--- src/rtl/arb_defs.vh ---
// Shared arbiter definitions: FSM state encodings and the default hold limit.
// Included by the arbiter package so every file sees one set of values.
`ifndef ARB_DEFS_VH
`define ARB_DEFS_VH

`define ARB_ST_IDLE          1'b0
`define ARB_ST_GRANT         1'b1
`define ARB_MAX_HOLD_DEFAULT 8

`endif

--- src/rtl/rr_arbiter_4_pkg.sv ---
// Package for the 4-way round-robin arbiter.
// Provides FSM state constants, the default MAX_HOLD value and small helpers
// for one-hot encoding and request rotation. No ports.
`include "arb_defs.vh"

package rr_arbiter_4_pkg;

    localparam logic [0:0] ST_IDLE          = `ARB_ST_IDLE;
    localparam logic [0:0] ST_GRANT         = `ARB_ST_GRANT;
    localparam int         MAX_HOLD_DEFAULT = `ARB_MAX_HOLD_DEFAULT;

    function automatic logic [3:0] onehot4(input logic [1:0] idx);
        return 4'b0001 << idx;
    endfunction

    // Rotate right so that bit 'sh' of v lands at bit 0: result[k] = v[(sh+k) mod 4].
    function automatic logic [3:0] rotr4(input logic [3:0] v, input logic [1:0] sh);
        logic [7:0] dbl;
        dbl = {v, v} >> sh;
        return dbl[3:0];
    endfunction

endpackage

--- src/rtl/rr_arbiter_4_if.sv ---
// Request/grant bundle of the 4-way round-robin arbiter.
//   req       : request vector, bit i = requester i wants the resource
//   gnt       : one-hot grant (zero when idle)
//   gnt_id    : binary index of the granted requester (0 when idle)
//   gnt_valid : high exactly when gnt is non-zero
// master = requester side, slave = arbiter side.
interface rr_arbiter_4_if;
    logic [3:0] req;
    logic [3:0] gnt;
    logic [1:0] gnt_id;
    logic       gnt_valid;

    modport master (output req, input gnt, input gnt_id, input gnt_valid);
    modport slave  (input req, output gnt, output gnt_id, output gnt_valid);
endinterface

--- src/rtl/rr_arbiter_4_prio_encoder.sv ---
// Fixed-priority encoder, 4 inputs to 2-bit index, bit 0 highest priority.
//   req_i   : input vector
//   idx_o   : index of lowest set bit (0 when none set)
//   valid_o : high when any input bit is set
module prio_encoder_4_2 (
    input  logic [3:0] req_i,
    output logic [1:0] idx_o,
    output logic       valid_o
);
    always_comb begin
        valid_o = |req_i;
        idx_o   = 2'd0;
        if (req_i[0])      idx_o = 2'd0;
        else if (req_i[1]) idx_o = 2'd1;
        else if (req_i[2]) idx_o = 2'd2;
        else if (req_i[3]) idx_o = 2'd3;
    end
endmodule

--- src/rtl/rr_arbiter_4.sv ---
// 4-way round-robin arbiter with bounded hold time.
//   clk    : system clock, rising edge
//   rst_n  : asynchronous active-low reset
//   bus    : rr_arbiter_4_if.slave (req in; gnt, gnt_id, gnt_valid out, all registered)
// A requester keeps the grant while it requests, but after MAX_HOLD cycles it is
// preempted if anybody else is waiting. A sole requester is never preempted.
module rr_arbiter_4
    import rr_arbiter_4_pkg::*;
#(
    parameter int MAX_HOLD = MAX_HOLD_DEFAULT
) (
    input  logic           clk,
    input  logic           rst_n,
    rr_arbiter_4_if.slave  bus
);

    localparam logic [7:0] HOLD_LAST = 8'(MAX_HOLD - 1);

    logic [0:0] state_q, state_d;
    logic [3:0] gnt_q, gnt_d;
    logic [1:0] gnt_id_q, gnt_id_d;
    logic       gnt_valid_q, gnt_valid_d;
    logic [1:0] ptr_q, ptr_d;
    logic [7:0] hold_q, hold_d;

    logic       holder_req;
    logic       others_req;
    logic       preempt;
    logic [3:0] cand;
    logic [3:0] cand_rot;
    logic [1:0] enc_idx;
    logic       enc_valid;
    logic [1:0] sel;

    assign holder_req = bus.req[gnt_id_q];
    assign others_req = |(bus.req & ~gnt_q);
    assign preempt    = (state_q == ST_GRANT) && holder_req &&
                        (hold_q == HOLD_LAST) && others_req;

    // On preemption the current holder is masked out so the search lands on
    // someone else; in every other case the raw request vector is searched.
    assign cand     = preempt ? (bus.req & ~gnt_q) : bus.req;
    assign cand_rot = rotr4(cand, ptr_q);

    prio_encoder_4_2 u_prio (
        .req_i   (cand_rot),
        .idx_o   (enc_idx),
        .valid_o (enc_valid)
    );

    // Undo the rotation; 2-bit addition wraps modulo 4.
    assign sel = ptr_q + enc_idx;

    always_comb begin
        state_d     = state_q;
        gnt_d       = gnt_q;
        gnt_id_d    = gnt_id_q;
        gnt_valid_d = gnt_valid_q;
        ptr_d       = ptr_q;
        hold_d      = hold_q;

        case (state_q)
            ST_IDLE: begin
                if (enc_valid) begin
                    state_d     = ST_GRANT;
                    gnt_d       = onehot4(sel);
                    gnt_id_d    = sel;
                    gnt_valid_d = 1'b1;
                    ptr_d       = sel + 2'd1;
                    hold_d      = 8'd0;
                end
            end
            default: begin
                if (!enc_valid) begin
                    // Nobody requesting: release, pointer stays where it is.
                    state_d     = ST_IDLE;
                    gnt_d       = 4'b0000;
                    gnt_id_d    = 2'd0;
                    gnt_valid_d = 1'b0;
                    hold_d      = 8'd0;
                end else if (!holder_req || preempt) begin
                    // Hand over without an idle cycle.
                    gnt_d       = onehot4(sel);
                    gnt_id_d    = sel;
                    gnt_valid_d = 1'b1;
                    ptr_d       = sel + 2'd1;
                    hold_d      = 8'd0;
                end else if (hold_q != HOLD_LAST) begin
                    hold_d = hold_q + 8'd1;
                end
            end
        endcase
    end

    always_ff @(posedge clk or negedge rst_n) begin
        if (!rst_n) begin
            state_q     <= ST_IDLE;
            gnt_q       <= 4'b0000;
            gnt_id_q    <= 2'd0;
            gnt_valid_q <= 1'b0;
            ptr_q       <= 2'd0;
            hold_q      <= 8'd0;
        end else begin
            state_q     <= state_d;
            gnt_q       <= gnt_d;
            gnt_id_q    <= gnt_id_d;
            gnt_valid_q <= gnt_valid_d;
            ptr_q       <= ptr_d;
            hold_q      <= hold_d;
        end
    end

    assign bus.gnt       = gnt_q;
    assign bus.gnt_id    = gnt_id_q;
    assign bus.gnt_valid = gnt_valid_q;

endmodule
--- src/flat_wrapper.sv ---
// flat-port wrapper written by rule: the top's interface ports become plain ports
module rr_arbiter_4_flat import rr_arbiter_4_pkg::*;
#(
    parameter int MAX_HOLD = MAX_HOLD_DEFAULT
)
  (clk, rst_n, bus_req, bus_gnt, bus_gnt_id, bus_gnt_valid);
  rr_arbiter_4_if bus_i ();
  input  logic clk;
  input  logic rst_n;
  input wire logic [$bits(bus_i.req)-1:0] bus_req;
  output wire logic [$bits(bus_i.gnt)-1:0] bus_gnt;
  output wire logic [$bits(bus_i.gnt_id)-1:0] bus_gnt_id;
  output wire logic [$bits(bus_i.gnt_valid)-1:0] bus_gnt_valid;
  assign bus_i.req = bus_req;
  assign bus_gnt = bus_i.gnt;
  assign bus_gnt_id = bus_i.gnt_id;
  assign bus_gnt_valid = bus_i.gnt_valid;
  rr_arbiter_4 #(.MAX_HOLD(MAX_HOLD)) u_core (.clk(clk), .rst_n(rst_n), .bus(bus_i));
endmodule
--- config.mk ---
export PLATFORM = sky130hd
export DESIGN_NAME = rr_arbiter_4_flat
export DESIGN_NICKNAME = d
export VERILOG_FILES = /design/src/rtl/rr_arbiter_4_pkg.sv /design/src/rtl/rr_arbiter_4_if.sv /design/src/rtl/rr_arbiter_4_prio_encoder.sv /design/src/rtl/rr_arbiter_4.sv /design/src/flat_wrapper.sv
export VERILOG_INCLUDE_DIRS = /design/src /design/src/rtl
export SDC_FILE = /design/constraint.sdc
export NUM_CORES = 1
export LEC_CHECK = 0
export ABC_AREA = 1
export CORE_UTILIZATION = 55
export DETAILED_ROUTE_END_ITERATION = 10
export GPL_ROUTABILITY_DRIVEN = 0
export MAX_ROUTING_LAYER = met4
export PLACE_DENSITY = 0.78
export SKIP_LAST_GASP = 1
export SLEW_MARGIN = 20
export SYNTH_ARGS = -nofsm -noshare
export SYNTH_HDL_FRONTEND = slang
export SYNTH_SLANG_ARGS = --single-unit
--- constraint.sdc ---
create_clock -name clk -period 2.8 [get_ports clk]
set_input_delay 0.28 -clock clk [delete_from_list [all_inputs] [get_ports clk]]
set_output_delay 0.28 -clock clk [all_outputs]
set_load 0.005 [all_outputs]
==> results of run 1 <==
metrics by stage:
stage / hold WS, ns / power [W] / setup slack (ns)
floorplan: -0.0156 / 0.00102 / 0.483
global placement: 0.471 / 0.00125 / 0.0409
detailed placement: 0.468 / 0.00127 / -0.0988
CTS: 0.457 / 0.00144 / 0.0583
global route: 0.522 / 0.00175 / -0.0912
finish: 0.438 / 0.00161 / 0.0655
worst max-delay path by stage:
stage / endpoint / cells after the start / slack (ns)
finish: u_core.bus.gnt[1]$_DFFE_PN0P_ / 18 / 0.07
global route: u_core.bus.gnt[1]$_DFFE_PN0P_ / 19 / -0.09
CTS: u_core.bus.gnt[1]$_DFFE_PN0P_ / 19 / 0.06
detailed placement: u_core.bus.gnt[1]$_DFFE_PN0P_ / 21 / -0.1
global placement: u_core.bus.gnt[1]$_DFFE_PN0P_ / 21 / 0.04
floorplan: u_core.ptr_q[1]$_DFFE_PN0P_ / 18 / 0.48
Yosys cell counts (2+ instances only):
cell type	number
a21oi_1	4
o22ai_1	2
nand3_1	24
inv_1	28
ha_1	3
o21ai_1	9
nand2_1	63
nor2_1	8
nand2_4	2
nor2_2	3
nor3_1	3
nand4_1	4
nand2_2	4
dfrtp_1	18
o21ai_0	3
cell type report:
| type | instances | area [sq um] |
|---|---|---|
| Multi-Input combinational cell | 137 | 791 |
| Sequential cell | 18 | 450 |
| Fill cell | 155 | 429 |
| Timing Repair Buffer | 19 | 173 |
| Inverter | 29 | 109 |
| Clock buffer | 4 | 36.3 |
| Tap cell | 27 | 33.8 |
kinds of logic (layout without fill, tap and decap cells):
group                    after synthesis  count (layout)  share of synthesized area [%]
buffers and inverters                 30              52                           9.27
adder cells (fa/ha/maj)                3               3                           3.06
flip-flops                            18              18                           36.7
AO/OA/AOI/OAI                         21              21                           9.37
XOR/XNOR                               1               1                          0.713
AND/OR/NAND/NOR                      112             112                           40.9
repair_timing:
action                                  CTS  global route
gates resized for setup                   0            31
hold buffers                              0             0
endpoints found under the setup margin    0             6
hold endpoints to repair                  0             0
setup buffers                             0             4
routing by layer:
| metal | vias to the layer above | GRT usage (%) | share of wire [%] |
|---|---|---|---|
| met5 | - | - | 0 |
| met1 | 604 | 34.5 | 44 |
| li1 | 636 | - | - |
| met3 | 8 | 4.67 | 5.1 |
| met4 | 0 | 13.7 | 2.9 |
| met2 | 50 | 42.7 | 48 |
power by group through the flow:
stage                     combinational [W]  clock [W]  sequential (W)
after detailed placement           0.000845          0        0.000428
after floorplan                    0.000619          0        0.000399
after global placement             0.000826          0        0.000420
final                               0.00101   0.000164        0.000431
after CTS                          0.000854   0.000169        0.000422
after global routing                0.00114   0.000178        0.000438
registers in the layout, summed over array words and instances (netlist names):
name,cells
u_core.bus.gnt,4
u_core.state_q,1
u_core.bus.gnt_id,2
u_core.bus.gnt_valid,1
u_core.ptr_q,2
u_core.hold_q,8
==> results by group, run 1 <==
Setup path
  – Most used cell along the critical path: nand2_1
  – Worst path cell trace: ha_2 -> nand4_1 -> nor2_2 -> nand3_4 -> nand2_2 -> nand3_2 -> nand2_2 -> nand2_1 -> nand2_1 -> nand2_1 -> a21oi_2 -> ha_2 -> xor2_2 -> nand2_1 -> nand2_4 -> inv_2 -> nand2_2 -> o21ai_1
  – Reg2reg end: u_core.bus.gnt[1]$_DFFE_PN0P_
  – CP Capture Type: flop
  – Worst Setup SP: u_core.hold_q[0]$_DFFE_PN0P_
  – Reg2reg start: u_core.hold_q[0]$_DFFE_PN0P_
  – Critical Path AT: 2.92 ns
  – Worst-path cell with the longest stage delay: dfrtp_1
  – Required time reported for the critical path endpoint: 2.99 ns
  – Buffers and inverters on the worst path: 1
  – Critical path start-end classification: flop to flop
  – Critical path's largest stage delay: about 0.42 ns
  – Setup slack of the worst register-to-register path: roughly 0.066 ns
  – Reg2Reg Depth: 18
  – Top fanout value on the critical path: 5
  – Sort of element at the start of the critical path: flop
  – Kind of cell with the highest combined delay on the critical path: simple AND/OR/NAND/NOR gates

Detailed routing
  – Remaining DRCs: 0
  – Total number of vias: between 1000 and 1500
  – DRT antenna net count: 0
  – Routed Wire Length: 3.12 mm
  – Drt wl/cell: 13.3 microns
  – Number of violations reported at the end of detailed-routing iteration 0: 55
  – Vias per cell: 5.55
  – Iteration count of the initial detailed-routing pass: 5

Synthesis
  – Post-synthesis sequential area ratio: between 30% and 40%
  – YS warnings: 0
  – Mapped cell area: 1230 sq um
  – Register bit count reported by yosys: 18
  – Number of cells produced by synthesis: 185
  – Portion of synthesized cell area occupied by the leading cell type: 36.7%
  – Number of different library cells in the post-synthesis netlist: 22
  – Average cell area after synthesis: 6.64 sq um
  – Number of enable-type register cells in the synthesized netlist: 0
  – Primary flip-flop cell chosen by synthesis mapping: dfrtp_1
  – Dominant cell type by area after synthesis: dfrtp_1
  – Async set or reset register ratio after synthesis: 100%
  – Most area-consuming cells after synthesis: dfrtp_1 37%, nand2_1 19%, nand3_1 9.8%
  – Synthesized net count: 194

Hold path
  – Worst hold path type: input pin to asynchronous set/reset pin

Cells and area
  – Finished Cell Area: 1590 sq um
  – Finished Layout Cells: 234
  – Most common cell after layout, fill and taps aside: nand2_1
  – Relative area change from synthesis to final layout: 29.6%
  – Fraction of final layout cells with drive strength greater than 1: roughly 22%
  – Highest-count cells in the layout ignoring fill and taps: 52 x nand2_1, 27 x inv_1, 18 x dfrtp_1, 16 x nand3_1, 12 x clkdlybuf4s50_1
  – Post-route core utilization: approximately four fifths
  – N_diodes: 0
  – NumNets Final: 217

Pwr
  – Internal power: around 0.00081 W
  – Net switching power of the design: 0.000795 W
  – Comb pwr share: 63.0%
  – Power share of the sequential group: a little over a quarter
  – Net switching fraction of the power: 49.5%
  – Max rail drop VDD: 0.000716 V
  – Pwr/cell area: 1010 nW/um^2
  – Clock network fraction of total power: 10.2%
  – Static leakage: 0.785 nW

STA
  – Fraction of the cycle the final worst path needs: just under 100%
  – Min cycle time layout: 2.73 ns
  – Final Hold Vio Count: 0
  – Highest achievable clock rate: 0.366 GHz
  – Final Max Slew Viols: 0
  – Final Skew: 0.00773 ns
  – Number of setup violations in the final report: 0
  – Slew at the pin closest to its max-slew limit: 0.822 ns
  – Tightest slew margin relative to the limit: 45.1%
  – Setup TNS after final layout: 0 ns

Placement
  – Count of input and output buffers: 12
  – Dpl cells: 226
  – Instance area at placement: around 1400 sq um
  – Detailed placement HPWL: 2.24 mm

Clock network
  – Number of buffers inserted during clock tree synthesis: 3
  – Clk_lat worst skew: 0.30 ns
  – TritonCTS clock tree: yes
  – Clk sinks: 18
  – CTS clk-pin slew, worst paths: around 0.11 ns
  – Deepest level of the CTS H-tree: 1
  – Clock tree buffer depth: 2
  – Root Driver: clkbuf_4

Global route
  – Overflow after GRT: 0
  – Number of antenna violations at the first check in global routing: 0
  – Largest net degree at the start of global routing: 19
  – Wire length of the first global-routing pass: 4.83 mm
  – GRT Total Usage: 27.5%
  – Vias in the first global route: approximately 1100

Outcome
  – Result of the run: finished, final reports clean

Floorplanning
  – DIE HEIGHT: 49.3 microns
  – Die extent in x: 49.3 microns
  – Starting density of the core: between 60% and 70%
  – Core ar.: 2020 sq um
  – Die ar.: roughly 2400 sq um
  – Row count: 16
  – IO Pins: 13

Flow run
  – Number of maximum-capacitance violations: 0
Note: power is estimated with default switching activity, not from simulation.
==> inputs of run 2 (changes only) <==
--- a/config.mk
+++ b/config.mk
@@ -12,7 +12,6 @@
 export GPL_ROUTABILITY_DRIVEN = 0
 export MAX_ROUTING_LAYER = met4
 export PLACE_DENSITY = 0.78
-export SKIP_LAST_GASP = 1
 export SLEW_MARGIN = 20
 export SYNTH_ARGS = -nofsm -noshare
 export SYNTH_HDL_FRONTEND = slang
==> results of run 2 <==
Final layout, timing and power as in run 1 (identical DEF).
